**src/rtl/imem_loader_pkg.sv**
```systemverilog
// -----------------------------------------------------------------------------
// imem_loader_pkg
// Shared types and constants for the instruction-memory boot loader.
//   state_e         : loader FSM states (CSUM is only reachable when the
//                     IMEM_LOADER_CHECKSUM_EN macro is defined)
//   LEN_BYTES       : number of length-prefix bytes in the stream
//   BYTES_PER_WORD  : stream bytes packed into one memory word
//   len_from_bytes  : assembles the little-endian word count
//   csum_next       : running XOR checksum update
// -----------------------------------------------------------------------------
package imem_loader_pkg;

  typedef enum logic [2:0] {
    LEN0 = 3'd0,
    LEN1 = 3'd1,
    DATA = 3'd2,
    CSUM = 3'd3,
    DONE = 3'd4,
    ERR  = 3'd5
  } state_e;

  localparam int LEN_BYTES      = 2;
  localparam int BYTES_PER_WORD = 4;
  localparam int LEN_W          = 8 * LEN_BYTES;
  localparam int BYTE_CNT_W     = $clog2(BYTES_PER_WORD);
  localparam int HOLD_W         = 8 * (BYTES_PER_WORD - 1);

  // Word count arrives low byte first.
  function automatic logic [LEN_W-1:0] len_from_bytes(input logic [7:0] lo,
                                                      input logic [7:0] hi);
    return {hi, lo};
  endfunction

  // Checksum is a plain XOR over the data bytes.
  function automatic logic [7:0] csum_next(input logic [7:0] acc,
                                           input logic [7:0] b);
    return acc ^ b;
  endfunction

endpackage

```
**src/rtl/imem_word_packer.sv**
```systemverilog
// -----------------------------------------------------------------------------
// imem_word_packer
// Packs a little-endian byte stream into 32-bit words.
// Ports:
//   clk, rst    : clock, synchronous active-high reset (clears partial word)
//   byte_valid  : a byte is consumed this cycle
//   byte_data   : the byte
//   word_valid  : high in the cycle the last byte of a word is consumed
//   word_data   : assembled word, valid together with word_valid
// word_valid/word_data are combinational so the owner can register the write
// on the same edge that accepts the final byte.
// -----------------------------------------------------------------------------
module imem_word_packer
  import imem_loader_pkg::*;
(
  input  logic        clk,
  input  logic        rst,
  input  logic        byte_valid,
  input  logic [7:0]  byte_data,
  output logic        word_valid,
  output logic [31:0] word_data
);

  localparam logic [BYTE_CNT_W-1:0] LAST_IDX = BYTE_CNT_W'(BYTES_PER_WORD - 1);

  logic [BYTE_CNT_W-1:0] cnt_r;
  logic [HOLD_W-1:0]     hold_r;

  assign word_valid = byte_valid && (cnt_r == LAST_IDX);
  // Earlier bytes sit in hold_r with the first byte at the bottom.
  assign word_data  = {byte_data, hold_r};

  // Byte counter and right-shifting holding register.
  always_ff @(posedge clk) begin
    if (rst) begin
      cnt_r  <= '0;
      hold_r <= '0;
    end else if (byte_valid) begin
      cnt_r  <= cnt_r + 1'b1;
      hold_r <= {byte_data, hold_r[HOLD_W-1:8]};
    end
  end

endmodule

```
**src/rtl/imem_loader.sv**
```systemverilog
// -----------------------------------------------------------------------------
// imem_loader
// Boot-time writer for the core's instruction memory. Consumes a stream of
// {N[7:0], N[15:8], N words little-endian [, checksum]} and writes words
// 0..N-1, then releases the core from reset.
// Optional feature macro: IMEM_LOADER_CHECKSUM_EN (trailing XOR checksum byte).
// Ports:
//   clk, rst    : clock, synchronous active-high reset
//   in_valid    : stream byte valid
//   in_data     : stream byte
//   in_ready    : loader accepts a byte (state-only, registered)
//   mem_we      : one-cycle write strobe
//   mem_waddr   : word address
//   mem_wdata   : word data
//   core_rst_n  : core reset, released one cycle after DONE is entered
//   done        : sticky, image loaded
//   error       : sticky, load aborted
// -----------------------------------------------------------------------------
module imem_loader
  import imem_loader_pkg::*;
#(
  parameter int DEPTH  = 1024,
  parameter int ADDR_W = $clog2(DEPTH)
) (
  input  logic              clk,
  input  logic              rst,
  input  logic              in_valid,
  input  logic [7:0]        in_data,
  output logic              in_ready,
  output logic              mem_we,
  output logic [ADDR_W-1:0] mem_waddr,
  output logic [31:0]       mem_wdata,
  output logic              core_rst_n,
  output logic              done,
  output logic              error
);

`ifdef IMEM_LOADER_CHECKSUM_EN
  localparam state_e AFTER_DATA = CSUM;
`else
  localparam state_e AFTER_DATA = DONE;
`endif

  localparam logic [LEN_W:0] DEPTH_L = (LEN_W + 1)'(DEPTH);

  state_e             state_r;
  logic [LEN_W-1:0]   len_r;
  logic [LEN_W-1:0]   word_cnt_r;
  logic               in_ready_r;
  logic               mem_we_r;
  logic [ADDR_W-1:0]  mem_waddr_r;
  logic [31:0]        mem_wdata_r;
  logic               core_rst_n_r;
  logic               done_r;
  logic               error_r;
`ifdef IMEM_LOADER_CHECKSUM_EN
  logic [7:0]         csum_r;
`endif

  logic               xfer_s;
  logic               pack_valid_s;
  logic               word_valid_s;
  logic [31:0]        word_data_s;
  logic [LEN_W-1:0]   len_full_s;
  logic [LEN_W-1:0]   word_cnt_inc_s;

  assign xfer_s         = in_valid && in_ready_r;
  assign pack_valid_s   = xfer_s && (state_r == DATA);
  assign len_full_s     = len_from_bytes(len_r[7:0], in_data);
  assign word_cnt_inc_s = word_cnt_r + LEN_W'(1);

  imem_word_packer u_packer (
    .clk        (clk),
    .rst        (rst),
    .byte_valid (pack_valid_s),
    .byte_data  (in_data),
    .word_valid (word_valid_s),
    .word_data  (word_data_s)
  );

  // Loader FSM, counters and all registered outputs.
  always_ff @(posedge clk) begin
    if (rst) begin
      state_r      <= LEN0;
      len_r        <= '0;
      word_cnt_r   <= '0;
      in_ready_r   <= 1'b0;
      mem_we_r     <= 1'b0;
      mem_waddr_r  <= '0;
      mem_wdata_r  <= 32'h0000_0000;
      core_rst_n_r <= 1'b0;
      done_r       <= 1'b0;
      error_r      <= 1'b0;
`ifdef IMEM_LOADER_CHECKSUM_EN
      csum_r       <= 8'h00;
`endif
    end else begin
      mem_we_r <= 1'b0;
      case (state_r)
        LEN0: begin
          in_ready_r <= 1'b1;
          if (xfer_s) begin
            len_r[7:0] <= in_data;
            state_r    <= LEN1;
          end
        end
        LEN1: begin
          in_ready_r <= 1'b1;
          if (xfer_s) begin
            len_r      <= len_full_s;
            word_cnt_r <= '0;
            // Range check happens before any write, so the address never wraps.
            if ({1'b0, len_full_s} > DEPTH_L) begin
              state_r    <= ERR;
              error_r    <= 1'b1;
              in_ready_r <= 1'b0;
            end else if (len_full_s == '0) begin
              state_r    <= AFTER_DATA;
              done_r     <= (AFTER_DATA == DONE);
              in_ready_r <= (AFTER_DATA != DONE);
            end else begin
              state_r <= DATA;
            end
          end
        end
        DATA: begin
          in_ready_r <= 1'b1;
`ifdef IMEM_LOADER_CHECKSUM_EN
          if (xfer_s) begin
            csum_r <= csum_next(csum_r, in_data);
          end
`endif
          if (word_valid_s) begin
            mem_we_r    <= 1'b1;
            mem_waddr_r <= word_cnt_r[ADDR_W-1:0];
            mem_wdata_r <= word_data_s;
            word_cnt_r  <= word_cnt_inc_s;
            if (word_cnt_inc_s == len_r) begin
              state_r    <= AFTER_DATA;
              done_r     <= (AFTER_DATA == DONE);
              in_ready_r <= (AFTER_DATA != DONE);
            end
          end
        end
`ifdef IMEM_LOADER_CHECKSUM_EN
        CSUM: begin
          in_ready_r <= 1'b1;
          if (xfer_s) begin
            in_ready_r <= 1'b0;
            if (in_data == csum_r) begin
              state_r <= DONE;
              done_r  <= 1'b1;
            end else begin
              state_r <= ERR;
              error_r <= 1'b1;
            end
          end
        end
`endif
        DONE: begin
          // Release trails DONE entry by one edge so the last write lands first.
          in_ready_r   <= 1'b0;
          done_r       <= 1'b1;
          core_rst_n_r <= 1'b1;
        end
        ERR: begin
          in_ready_r   <= 1'b0;
          error_r      <= 1'b1;
          core_rst_n_r <= 1'b0;
        end
        default: begin
          // Unreachable encodings abort the load and keep the core in reset.
          state_r      <= ERR;
          in_ready_r   <= 1'b0;
          error_r      <= 1'b1;
          core_rst_n_r <= 1'b0;
        end
      endcase
    end
  end

  assign in_ready   = in_ready_r;
  assign mem_we     = mem_we_r;
  assign mem_waddr  = mem_waddr_r;
  assign mem_wdata  = mem_wdata_r;
  assign core_rst_n = core_rst_n_r;
  assign done       = done_r;
  assign error      = error_r;

endmodule

```
**config.mk**
```make
export PLATFORM = sky130hd
export DESIGN_NAME = imem_loader
export DESIGN_NICKNAME = d
export VERILOG_FILES = /design/src/rtl/imem_loader_pkg.sv /design/src/rtl/imem_word_packer.sv /design/src/rtl/imem_loader.sv
export SDC_FILE = /design/constraint.sdc
export NUM_CORES = 1
export LEC_CHECK = 0
export BUFFER_PORTS_ARGS = -buffer_cell sky130_fd_sc_hd__clkbuf_2
export CAP_MARGIN = 20
export CORE_MARGIN = 10
export CORE_UTILIZATION = 57
export DETAILED_ROUTE_END_ITERATION = 8
export GPL_TIMING_DRIVEN = 0
export PLACE_DENSITY = 0.82
export SETUP_SLACK_MARGIN = 0.15
export SKIP_LAST_GASP = 1
export SLEW_MARGIN = 20
export SYNTH_ARGS = -nofsm -noshare
export SYNTH_HDL_FRONTEND = slang
export SYNTH_SLANG_ARGS = --single-unit
```
**constraint.sdc**
```tcl
create_clock -name clk -period 2.45 [get_ports clk]
set_input_delay 0.6125 -clock clk [delete_from_list [all_inputs] [get_ports clk]]
set_output_delay 0.6125 -clock clk [all_outputs]
set_load 0.05 [all_outputs]
```
==> results <==
- The final-report setup violation count is 0.
- For this design, the CTS-stage hold fixing added 0 buffers.
- For the pin with the worst max-slew slack, the measured transition is roughly 0.72 ns.
- The number of iterations in the first detailed-routing pass is 5.
- The startpoint identified for the worst hold timing path is mem_waddr[6]$_SDFFE_PP0P_.
- The share of the core filled with cells in the final layout is 0.680.
- The Yosys step of the flow raised 0 warnings.
- The number of global-route vias before repair is approximately 4000.
- The initial utilization of the core area, before any placement, comes to 0.590.
- The detailed router put a total of approximately 5000 um of wire on met1.
- After layout, the worst setup slack is roughly 0.15 ns.
- Hold timing on the final database bottoms out at a slack of about 0.46 ns.
- For the final routed database, the setup TNS stands at 0 ns.
- The routed design uses 1060 um of met3 wire.
- The detailed placer's ending HPWL is between 8000 and 9000 um.
- The highest routed metal layer is met4.
- In this run, the number of DRC markers left after iteration 0 of detailed routing was roughly 350.
- Counting every instance in the synthesized netlist gives around 590.
- The number of buffers inserted by port buffering is 56.
- The number of DRC violations after detailed routing is 0.
- Prior to clock tree synthesis, the placed netlist has a worst setup slack of -0.00492 ns.
- Relative to the synthesized area, the layout overhead comes to 15.2%.
- The summed instance area of the synthesized netlist is roughly 4600 um^2.
- The max-slew violation total from the final report was 0.
- The leftover overflow at the end of global routing is 0.
- The row count is 32.
- The maximum fanout count along the critical path is 9.
- STA puts the critical path data arrival time at roughly 2.6 ns.
- The floorplan die area is around 12000 um^2.
- The number of fill cells in the layout is roughly 660.
- The first global-routing pass estimated ~19000 um of wire.
- Entering global routing, the biggest net connects 19 pins.
- The maximum clock insertion buffer count is 2.
- The path with the worst hold slack has its endpoint at mem_waddr[6]$_SDFFE_PP0P_.
- The count of nets left with antenna violations once routing finished came out at 0.
- The total nets after synthesis is just over 600.
- The flow ran to the end, and the final reports show no timing, DRC or antenna violations.
- The final design area excluding fillers is around 5300 um^2.
- Counting flops and latches in the post-synthesis netlist gives ~110.
- The last weighted congestion value of the routability-driven placer is 0.902.
- Max-cap violations in this run came to 0.
- STA classifies the critical path startpoint as a flop.
- Of the cells placed in the final design, the portion with a size suffix greater than 1 is 0.149.
- The placement-stage cell area is roughly 5000 um^2.
- The met2 wirelength from detailed routing is 5610 um.
- Among all flip-flop cells after synthesis, the most frequent one is sky130_fd_sc_hd__dfxtp_1.
- The tightest min-delay check is of the flop to flop type.
- The CTS buffer count is 9.
- The relative slew slack is 0.517.
- The number of antenna violations at the first check in global routing came to 0.
- Yosys mapped the design onto 44 distinct sky130hd cell types.
- The count of nets after finishing is about 670.
- The analysis attributes to net switching a power of 0.752 mW.
- The H-tree was split into 3 levels.
- The worst IR drop on VDD is about 0.41 mV.
- The x dimension of the die is ~110 um.
- Setup repair after global routing could not meet its margin everywhere.
- Of the total power, the share spent switching nets is 0.249.
- TritonCTS built the clock tree.
- The via count is approximately 4400.
- The worst hold path cell count is 2.
- In the global route stage, overall resource usage came out at 0.198.
- Across the routed clock network, the largest skew measured is 0.0142 ns.
- The critical path in this run is classified as flop to flop.
- The share of total power dissipated in the clock network is 0.350.
- Including well taps, the total number of placed cells is roughly 750.
- STA classifies the critical path endpoint as a flop.
- The overall power consumption is about 3.0 mW.
- The worst flop-to-flop path startpoint is state_r[0]$_SDFFE_PP0P_.
- In this run the mean area of a mapped cell was slightly below 8 um^2.
- The data required time at the worst endpoint is around 2.7 ns.
- The proportion of register bits with asynchronous set or reset after synthesis is 0.
- The share of the Yosys chip area taken by registers is 0.472.
- The number of antenna diodes in the final layout is 0.
- The number of standard cells in the final layout excluding fillers is between 700 and 800.
- The TritonCTS sink count is ~110.
- The clock period minus final worst setup slack is around 2.3 ns.
- The clock insertion delay at the later pin of the skew report is around 0.37 ns.
- The leakage power total is 1.90 nW.
- The setup check on the worst reg-to-reg path leaves a slack of roughly 0.15 ns.
- In this run, synthesis inferred 0 flip-flops with an integrated enable.
- The fraction of power consumed by combinational cells is 0.058.
- Dividing the final minimum period by the clock period gives 0.939.
- The top-level port count is 58.
- The area of the core region is ~7800 um^2.
- From bottom edge to top edge, the die measures 110 um.
- The routed design has ~12000 um of wire.
- The buffer cell driving the clock tree root is sky130_fd_sc_hd__clkbuf_8.
- The most frequent standard cell in the layout excluding fill and tap cells is sky130_fd_sc_hd__nand2_1.
- The start point of the critical path is state_r[0]$_SDFFE_PP0P_.
- The clock transition time at the flip-flop clock pins of the worst setup and hold paths is 0.10 ns.
- In the layout the commonest cells are sky130_fd_sc_hd__nand2_1 (172), sky130_fd_sc_hd__dfxtp_1 (108), sky130_fd_sc_hd__a21oi_1 (100), sky130_fd_sc_hd__clkbuf_2 (60), sky130_fd_sc_hd__nor2_1 (36).
- The number of cells on the worst reg-to-reg path is 8.
- Based on the critical path, the design can be clocked at up to 435 MHz.
- In the routed layout, each cell is associated on average with a via count of roughly 5.7.
- The power per standard cell area is ~570 nW/um^2.
- Dividing the detail-routed wire length by the instance count gives about 16 um.
- The internal portion of the total power is between 2 and 2.5 mW.
- The count of endpoints failing hold in the final timing report was 0.
- The sequential power share is 0.591.
- The end of the worst register-to-register path is state_r[1]$_SDFFE_PP0P_.
## cell usage after synthesis, types with 5 or more instances
cell	instances	share of area
sky130_fd_sc_hd__mux2i_1	10	0.022
sky130_fd_sc_hd__nand4_1	6	0.0082
sky130_fd_sc_hd__nand2_1	172	0.14
sky130_fd_sc_hd__nor4_1	6	0.0082
sky130_fd_sc_hd__nor3_1	10	0.011
sky130_fd_sc_hd__dfxtp_1	108	0.47
sky130_fd_sc_hd__nand3_1	11	0.012
sky130_fd_sc_hd__a21oi_1	100	0.11
sky130_fd_sc_hd__or3_1	5	0.0068
sky130_fd_sc_hd__clkbuf_1	33	0.027
sky130_fd_sc_hd__xnor2_1	11	0.021
sky130_fd_sc_hd__o21ai_0	14	0.015
sky130_fd_sc_hd__xor2_1	10	0.019
sky130_fd_sc_hd__nor2_1	39	0.032
sky130_fd_sc_hd__buf_2	7	0.0076
sky130_fd_sc_hd__nand2b_1	5	0.0068
## cells by family (layout without fill, tap and decap cells)
kind of cell	Yosys count	after routing	share of synthesized area
compound gates	132	132	0.155
xor+xnor	21	21	0.0401
simple gates	276	276	0.265
flops	108	108	0.472
buf+inv	44	117	0.0412
fa+ha+maj	2	2	0.00546
mux	10	10	0.0218
## state kept, by name, summed over array words and instances, names as in the netlist
name and count:
u_packer.cnt_r 2, mem_we 1, mem_waddr 10, u_packer.hold_r 24, error 1, done 1
word_cnt_r 16, state_r 3, mem_wdata 32, in_ready 1, len_r 16, core_rst_n 1
## metal layers
| metal | global-route usage | vias up |
|---|---|---|
| met5 | 0 | - |
| met4 | 0.0799 | 0 |
| met3 | 0.0439 | 17 |
| met2 | 0.312 | 186 |
| met1 | 0.257 | 2049 |
| li1 | - | 2138 |
## area by class of cell
cell class	count	area, um^2	share of cell area
Multi-Input combinational cell	441	2310	0.438
Buffer	43	195	0.0370
Clock buffer	11	151	0.0287
Timing Repair Buffer	57	288	0.0545
Clock inverter	5	41.3	0.00782
Sequential cell	108	2160	0.410
Inverter	1	3.75	0.000711
Tap cell	102	128	0.0242
## worst max path at each step
stage | to | slack, ns | cells after the start
6_report | state_r[1]$_SDFFE_PP0P_ | 0.15 | 8
5_1_grt | state_r[1]$_SDFFE_PP0P_ | 0.05 | 8
3_5_place_dp | word_cnt_r[2]$_SDFFE_PP0P_ | -0.005 | 6
3_3_place_gp | state_r[1]$_SDFFE_PP0P_ | 0.08 | 7
2_1_floorplan | done$_SDFFE_PP0P_ | 0.36 | 6
4_1_cts | state_r[1]$_SDFFE_PP0P_ | 0.11 | 8
## what timing repair did
action / CTS / global route
pin swaps: 2 / 1
endpoints found under the setup margin: 32 / 43
gates resized for setup: 3 / 18
buffers inserted: 1 / 0
## power groups by stage
stage | Clock [mW] | Combinational, mW | Sequential (mW)
final | 1.06 | 0.176 | 1.79
after global routing | 1.14 | 0.193 | 1.79
after CTS | 1.06 | 0.168 | 1.78
after detailed placement | 0 | 0.167 | 1.83
after global placement | 0 | 0.163 | 1.83
after floorplan | 0 | 0.104 | 1.84
## critical path, stage by stage, from the launching register on
cell                      delay [ns]
sky130_fd_sc_hd__dfxtp_1        0.32
sky130_fd_sc_hd__buf_6          0.13
sky130_fd_sc_hd__or3b_1         0.38
sky130_fd_sc_hd__or2_1          0.25
sky130_fd_sc_hd__buf_6          0.16
sky130_fd_sc_hd__nor4_4         0.28
sky130_fd_sc_hd__and4b_1        0.24
sky130_fd_sc_hd__nand4_1        0.19
sky130_fd_sc_hd__a22o_1         0.25
(Power assumes the default switching activity.)
